--- src/rtl/apogeo_fetch_pkg.sv ---
// Shared fetch-stage definitions: bundle geometry, counter sizing and FSM states.
`ifndef IBUFFER_SIZE
`define IBUFFER_SIZE 4
`endif

package apogeo_fetch_pkg;

  // Instructions per bundle.
  localparam int unsigned IBUF_N = `IBUFFER_SIZE;

  // Byte stride between consecutive bundles.
  localparam logic [31:0] BUNDLE_BYTES = 32'(4 * `IBUFFER_SIZE);

  // Counters must represent 0..N inclusive.
  localparam int unsigned CNT_W = $clog2(IBUF_N + 1);

  // Width of a slot index inside the bundle.
  localparam int unsigned IDX_W = (IBUF_N > 1) ? $clog2(IBUF_N) : 1;

  typedef enum logic [1:0] {
    FETCH = 2'd0,
    FULL  = 2'd1,
    DRAIN = 2'd2
  } fetch_state_t;

  // Byte offset of the idx-th word of a bundle.
  function automatic logic [31:0] word_offset(input logic [CNT_W-1:0] idx);
    return 32'(idx) << 2;
  endfunction

endpackage

--- src/rtl/bundle_fetcher.sv ---
// Instruction bundle fetcher: issues N in-order word reads starting at pc,
// assembles the responses into a bundle (oldest at the top index), holds it
// until the instruction buffer takes it, and drains stale responses after a
// redirect.
//
// state | meaning
// FETCH | issuing word reads and collecting responses for the current bundle
// FULL  | bundle complete and presented, waiting for bundle_request_i
// DRAIN | redirected; discarding responses still in flight from the old stream
module bundle_fetcher
  import apogeo_fetch_pkg::*;
#(
  parameter logic [31:0] RESET_VECTOR = 32'h0000_0000
) (
  input  logic                     clk_i,
  input  logic                     rst_i,
  input  logic                     flush_i,
  input  logic [31:0]              branch_target_i,
  input  logic                     bundle_request_i,
  output logic [IBUF_N-1:0][31:0]  instr_bundle_o,
  output logic                     bundle_valid_o,
  output logic                     mem_req_o,
  output logic [31:0]              mem_addr_o,
  input  logic                     mem_ready_i,
  input  logic                     mem_valid_i,
  input  logic [31:0]              mem_data_i
);

  fetch_state_t     state;
  logic [31:0]      pc;
  logic [CNT_W-1:0] issued_cnt;
  logic [CNT_W-1:0] recv_cnt;
  logic [CNT_W-1:0] out_cnt;
  logic [CNT_W-1:0] out_next;
  logic [IDX_W-1:0] slot;
  logic             issue_fire;
  logic             resp_take;

  // Request generation and outstanding-count bookkeeping.
  always_comb begin
    mem_req_o  = !rst_i && (state == FETCH) && (issued_cnt < CNT_W'(IBUF_N));
    mem_addr_o = pc + word_offset(issued_cnt);
    issue_fire = mem_req_o && mem_ready_i;
    // A response with nothing outstanding cannot be ours; never underflow.
    resp_take  = mem_valid_i && (out_cnt != '0);
    out_next   = out_cnt + CNT_W'(issue_fire) - CNT_W'(resp_take);
    slot       = IDX_W'(IBUF_N - 1) - IDX_W'(recv_cnt);
  end

  // Fetch FSM with registered bundle, valid flag and counters.
  always_ff @(posedge clk_i) begin
    if (rst_i) begin
      state          <= FETCH;
      pc             <= RESET_VECTOR;
      issued_cnt     <= '0;
      recv_cnt       <= '0;
      out_cnt        <= '0;
      bundle_valid_o <= 1'b0;
      instr_bundle_o <= '0;
    end else begin
      out_cnt <= out_next;
      case (state)
        FETCH: begin
          if (flush_i) begin
            pc             <= branch_target_i;
            issued_cnt     <= '0;
            recv_cnt       <= '0;
            bundle_valid_o <= 1'b0;
            state          <= (out_next != '0) ? DRAIN : FETCH;
          end else begin
            if (issue_fire) begin
              issued_cnt <= issued_cnt + 1'b1;
            end
            if (resp_take) begin
              instr_bundle_o[slot] <= mem_data_i;
              recv_cnt             <= recv_cnt + 1'b1;
              if (recv_cnt == CNT_W'(IBUF_N - 1)) begin
                state          <= FULL;
                bundle_valid_o <= 1'b1;
              end
            end
          end
        end
        FULL: begin
          // Redirect wins over a simultaneous accept.
          if (flush_i) begin
            pc             <= branch_target_i;
            issued_cnt     <= '0;
            recv_cnt       <= '0;
            bundle_valid_o <= 1'b0;
            state          <= (out_next != '0) ? DRAIN : FETCH;
          end else if (bundle_valid_o && bundle_request_i) begin
            pc             <= pc + BUNDLE_BYTES;
            issued_cnt     <= '0;
            recv_cnt       <= '0;
            bundle_valid_o <= 1'b0;
            state          <= FETCH;
          end
        end
        DRAIN: begin
          // A further redirect only retargets; old responses still drain.
          if (flush_i) begin
            pc <= branch_target_i;
          end
          if (out_next == '0) begin
            state <= FETCH;
          end
        end
        default: begin
          state          <= FETCH;
          issued_cnt     <= '0;
          recv_cnt       <= '0;
          bundle_valid_o <= 1'b0;
        end
      endcase
    end
  end

endmodule

--- config.mk ---
export PLATFORM = sky130hd
export DESIGN_NAME = bundle_fetcher
export DESIGN_NICKNAME = d
export VERILOG_FILES = /design/src/rtl/apogeo_fetch_pkg.sv /design/src/rtl/bundle_fetcher.sv
export SDC_FILE = /design/constraint.sdc
export NUM_CORES = 1
export LEC_CHECK = 0
export ABC_CLOCK_PERIOD_IN_PS = 3700
export CAP_MARGIN = 20
export CELL_PAD_IN_SITES_DETAIL_PLACEMENT = 2
export CELL_PAD_IN_SITES_GLOBAL_PLACEMENT = 2
export CORE_MARGIN = 2
export CORE_UTILIZATION = 28
export DETAILED_ROUTE_END_ITERATION = 16
export GPL_TIMING_DRIVEN = 1
export PLACE_DENSITY = 0.85
export SYNTH_ARGS = -nofsm -noshare
export SYNTH_HDL_FRONTEND = slang
export SYNTH_SLANG_ARGS = --single-unit
--- constraint.sdc ---
create_clock -name clk_i -period 3.7 [get_ports clk_i]
set_input_delay 0.555 -clock clk_i [delete_from_list [all_inputs] [get_ports clk_i]]
set_output_delay 0.555 -clock clk_i [all_outputs]
set_load 0.01 [all_outputs]
# After elaboration in Yosys (flattened, before gate mapping)
# Cells that the tools add are included.
# W data, S select, Z words.
# word_totals
regBits	172
in_bits	70
output_inout_bits	162
# classes
add_sub_neg	7
n_lt_le_gt_ge	3
eq_ne	9
mux	29
bitwise	2
reduce_logical	19
# op_table
op	count
$bwmux W128	1
$mux W32	4
$demux W32 S2	1
$pmux W32 S2	1
$add A32 B5 Y32	1
$add A32 B5 Y32 const B	1
$mux W3	6
$pmux W3 S3	2
$mux W2	7
$reduce_and A3 Y1	4
$ne A3 B3 Y1 const B	3
$reduce_and A4 Y1	2
$add A3 B1 Y3 const B	2
$logic_and A1 B1 Y1	6
$pmux W2 S3	1
$reduce_bool A3 Y1	2
$mux W1	5
$add A3 B1 Y3	1
$eq A3 B2 Y1 const B	1
$logic_not A3 Y1	1
$lt A2 B3 Y1 const B	1
$lt A3 B3 Y1 const B	1
$ne A3 B2 Y1 const B	1
$pmux W1 S3	1
other kinds (12)	13

# Depth between registers and ports, before layout
# logic_depth
ltp_word	10
mapped_depth	10

# Worst setup path after synthesis
# Ideal clock, no wire load.
# synth_path
path_kind	register to output
start	reg issued_cnt[0]
end	out mem_addr_o[26]
arrival_time_ns	2.256
t_required_ns	3.145
slack_ns	0.889
path_stages_with_launch	9
path_cell_list	dfxtp_1 ha_1 inv_1 fa_1 nand2b_1 a2111o_1 nor4_4 nand2_1 xnor2_1
# synth_between
elab_chain_len	1
# synth_rtl
item	line_no	rtl
from (decl)	bundle_fetcher.sv:31	logic [CNT_W-1:0] issued_cnt;
from (signal assigned)	bundle_fetcher.sv:72	issued_cnt <= issued_cnt + 1'b1;
$add A32 B5 Y32	bundle_fetcher.sv:42	mem_addr_o = pc + word_offset(issued_cnt);
to (decl)	bundle_fetcher.sv:23	output logic [31:0] mem_addr_o,
# No other way between the ends.

# Final worst setup path
# Same ends and word-level chain as after synthesis.

==> results.json <==
{
  "drc": 0,
  "timing.critical_path.cells": "ha_2 > inv_1 > fa_2 > nand2b_4 > a2111o_1 > buf_4 > nor4_4 > buf_4 > nand2_1 > xnor2_2 > dlygate4sd2_1",
  "minimum_hold_slack_ps": 459,
  "die_area_mm2": 0.0285,
  "post-synth-top-area-cell": "sky130_fd_sc_hd__dfxtp_1",
  "core.rowCount": 60,
  "crit_top_cell": "sky130_fd_sc_hd__buf_4",
  "startpoint": "issued_cnt[0]",
  "groute.usage.overall": 0.228,
  "path_max_fanout": 4,
  "drtIter0Drc": 308,
  "dominant_cell_by_count_in_the_synthesized_netlist": "sky130_fd_sc_hd__nand2_1",
  "ys_async_sr_fraction": 0,
  "synth-edff-count": 0,
  "report.final.setup_viol": 0,
  "worstHoldEndpoint": "instr_bundle_o[33]",
  "post_route_cells_drive_above_1_share": 0.0642,
  "area.growth.synth_to_final_pct": 42.8,
  "outcome": "finished clean",
  "cp_data_required_time_ps": 3140,
  "wl_per_cell_um": 21.1,
  "global_route_wire_length_before_repair_um": 50500,
  "overall_die_height_um": 169,
  "regToRegStartpoint": "state[1]",
  "grt-ovfl-total": 0,
  "via_per_inst": 5.12,
  "reg2regPathDepth": 9,
  "timing.hold.worst_path_depth": 2,
  "yosysSeqAreaShare": 0.453,
  "grt_antenna_before_repair": 2,
  "largest_delay_contributor_family_on_the_critical_path": "buffers and inverters",
  "synth.top_cell.area_share": 0.453,
  "dp_cells": 1505,
  "min-delay-path-class": "register to register",
  "clock_slew_seen_by_the_registers_of_the_worst_setup_and_hold_paths_ps": 80,
  "tightest_slew_ps": 1080,
  "cts.path.max_buffers": 2,
  "initial_utilization": 0.284,
  "power-per-cell-area_mw_per_mm2": 432,
  "slew_violations": 0,
  "worst-path-buf-inv": 4,
  "max-vdd-ir-drop_v": 0.000209,
  "final_cell_count_no_fill": 1542,
  "worst_setup_sp_type": "register",
  "drt.antenna.violating_nets": 0,
  "dr.pass1.iters": 4,
  "fmax_ghz": 0.279,
  "ff_latch_area_mm2": 0.00345,
  "largest_stage_delay_on_the_critical_path_ps": 410,
  "cts_hold_repair.buffers": 0,
  "gp_congestion": 0.865,
  "timing.setup.tns_ps": 0,
  "synth.top_cells.by_area": "sky130_fd_sc_hd__dfxtp_1, sky130_fd_sc_hd__nand2_1, sky130_fd_sc_hd__a21oi_1, sky130_fd_sc_hd__clkbuf_1, sky130_fd_sc_hd__nor2_1",
  "post_synth_instance_area_mm2": 0.00760,
  "grt_start_max_net_pins": 102,
  "yosys-top-cells-count": "sky130_fd_sc_hd__nand2_1, sky130_fd_sc_hd__dfxtp_1, sky130_fd_sc_hd__a21oi_1, sky130_fd_sc_hd__clkbuf_1, sky130_fd_sc_hd__nor2_1",
  "post_synth_inst_count": 988,
  "clock_latency_ps": 440,
  "synth_ff_type": "sky130_fd_sc_hd__dfxtp_1",
  "dp.final_hpwl_um": 22200,
  "path_class": "register to output pin",
  "synth-warning-count": 0,
  "first_global_vias": 8675,
  "crit_cells": 11,
  "clock_sink_count": 172,
  "drv.max_cap_violation_count": 0,
  "crit_slowest_cell": "sky130_fd_sc_hd__a2111o_1",
  "cell_leakage_power_uw": 0.00376,
  "final_critical_period_ps": 3590,
  "chipWidth_um": 169,
  "wl_final_um": 32500,
  "multi_input_comb_area_mm2": 0.00380,
  "min-delay-start": "instr_bundle_o[33]",
  "synth.avg_cell_area_um2": 7.69,
  "io_buffer_count": 231,
  "cts-root-buf": "sky130_fd_sc_hd__clkbuf_16",
  "final.period_utilization": 0.969,
  "ys_seq_elements": 172,
  "ys_types": 62,
  "num_vias": 7900,
  "cts_tree": "yes",
  "hold_violations": 0,
  "r2r_end": "state[1]",
  "number_of_nets_in_the_synthesized_netlist": 1071,
  "boundaryPins": 232,
  "worst_setup_path_end_kind": "output pin",
  "layout.filler_cells": 3017,
  "critical_path_arrival_ps": 3030,
  "h-tree-depth": 4,
  "core_area_mm2": 0.0268,
  "tritoncts.num_buffers": 17,
  "maxSlewHeadroom": 0.281,
  "clock-skew-final_ps": 16.3,
  "register_to_register_setup_slack_ps": 1310,
  "final_net_count": 1269
}
through the flow:
stage	util	total power [µW]	worst slack, ps	cell area, µm²
6_report	0.405	4690	114	10900
5_1_grt	0.405	4900	-20.4	10900
4_1_cts	0.404	4750	10.2	10800
3_5_place_dp	0.379	2820	116	10200
3_3_place_gp	0.379	2780	306	10200
2_1_floorplan	-	2430	889	7600
final cells by class:
type	instances	area share
Multi-Input combinational cell	728	0.350
Sequential cell	172	0.317
Timing Repair Buffer	255	0.229
Tap cell	341	0.0393
Clock buffer	17	0.0392
Clock inverter	15	0.0199
Inverter	12	0.00415
Antenna cell	2	0.000461
registers in the layout, summed over array words and instances (netlist names):
register,count
out_cnt,3
issued_cnt,3
bundle_valid_o,1
instr_bundle_o,128
pc,32
recv_cnt,3
state,2
metal layers:
layer  GRT usage  vias to the layer above  share of wire
met5           0                        -              0
met3      0.0620                       62          0.055
met4      0.0986                        0          0.039
li1            -                     3724              -
met1       0.263                     3928           0.41
met2       0.398                      186           0.50
where the power goes:
group | internal (µW) | switching [µW] | total [µW]
sequential | 1940 | 101 | 2040
combinational | 341 | 392 | 733
clock | 939 | 971 | 1910
total | 3220 | 1460 | 4690
cells by family after synthesis:
kind of cell	count (synthesis)	synth area share
XOR/XNOR	31	0.0357
AND/OR/NAND/NOR	452	0.260
buffers and inverters	88	0.0510
adder cells (fa/ha/maj)	13	0.0234
flip-flops	172	0.453
AO/OA/AOI/OAI	231	0.175
multiplexers	1	0.00132
cells in the final DEF, fill, tap and decap left out, types with 3 or more instances in the layout:
cell type	count
sky130_fd_sc_hd__nand2_1	310
sky130_fd_sc_hd__clkdlybuf4s50_1	225
sky130_fd_sc_hd__dfxtp_1	170
sky130_fd_sc_hd__a21oi_1	155
sky130_fd_sc_hd__nor2_1	47
sky130_fd_sc_hd__buf_4	25
sky130_fd_sc_hd__xnor2_1	18
sky130_fd_sc_hd__o21ai_0	18
sky130_fd_sc_hd__clkbuf_16	17
sky130_fd_sc_hd__nand3_1	16
sky130_fd_sc_hd__inv_1	12
sky130_fd_sc_hd__xor2_1	12
sky130_fd_sc_hd__nor3_1	11
sky130_fd_sc_hd__nand4_1	10
sky130_fd_sc_hd__ha_1	10
sky130_fd_sc_hd__clkinv_8	9
sky130_fd_sc_hd__and2_1	7
sky130_fd_sc_hd__a211oi_1	6
sky130_fd_sc_hd__and3_1	6
sky130_fd_sc_hd__or3_1	6
sky130_fd_sc_hd__nor4_1	5
sky130_fd_sc_hd__a21o_1	5
sky130_fd_sc_hd__nand2b_1	5
sky130_fd_sc_hd__nor2b_1	5
sky130_fd_sc_hd__a31oi_1	5
sky130_fd_sc_hd__nand4_2	4
sky130_fd_sc_hd__a311oi_1	4
sky130_fd_sc_hd__a22oi_1	4
sky130_fd_sc_hd__dlygate4sd2_1	4
sky130_fd_sc_hd__o31ai_1	3
sky130_fd_sc_hd__or4_1	3
sky130_fd_sc_hd__nor4_2	3
sky130_fd_sc_hd__o22ai_1	3
sky130_fd_sc_hd__a22o_1	3
what timing repair did:
| action | CTS | global route |
|---|---|---|
| resized for setup | 6 | 7 |
| pin swaps | 2 | 0 |
| setup endpoints to repair | 7 | 9 |
| hold endpoints to repair | 0 | 0 |
| setup buffers | 3 | 0 |
worst reg2reg max path: stages, from the launching register on:
cell and delay (ps):
sky130_fd_sc_hd__dfxtp_1 450, sky130_fd_sc_hd__nor4_1 440, sky130_fd_sc_hd__nand2_1 180, sky130_fd_sc_hd__nand2_1 150, sky130_fd_sc_hd__nand2_1 70, sky130_fd_sc_hd__ha_1 190, sky130_fd_sc_hd__fa_1 370, sky130_fd_sc_hd__xnor2_1 210
sky130_fd_sc_hd__nor3_1 70, sky130_fd_sc_hd__a211oi_1 160
worst max-delay path by stage:
stage	slack, ps	end
after global routing	-20	mem_addr_o[30]
after global placement	310	mem_addr_o[26]
after floorplan	890	mem_addr_o[26]
after CTS	10	mem_addr_o[28]
after detailed placement	120	mem_addr_o[26]
final	110	mem_addr_o[26]
Note: power is estimated with default switching activity, not from simulation.
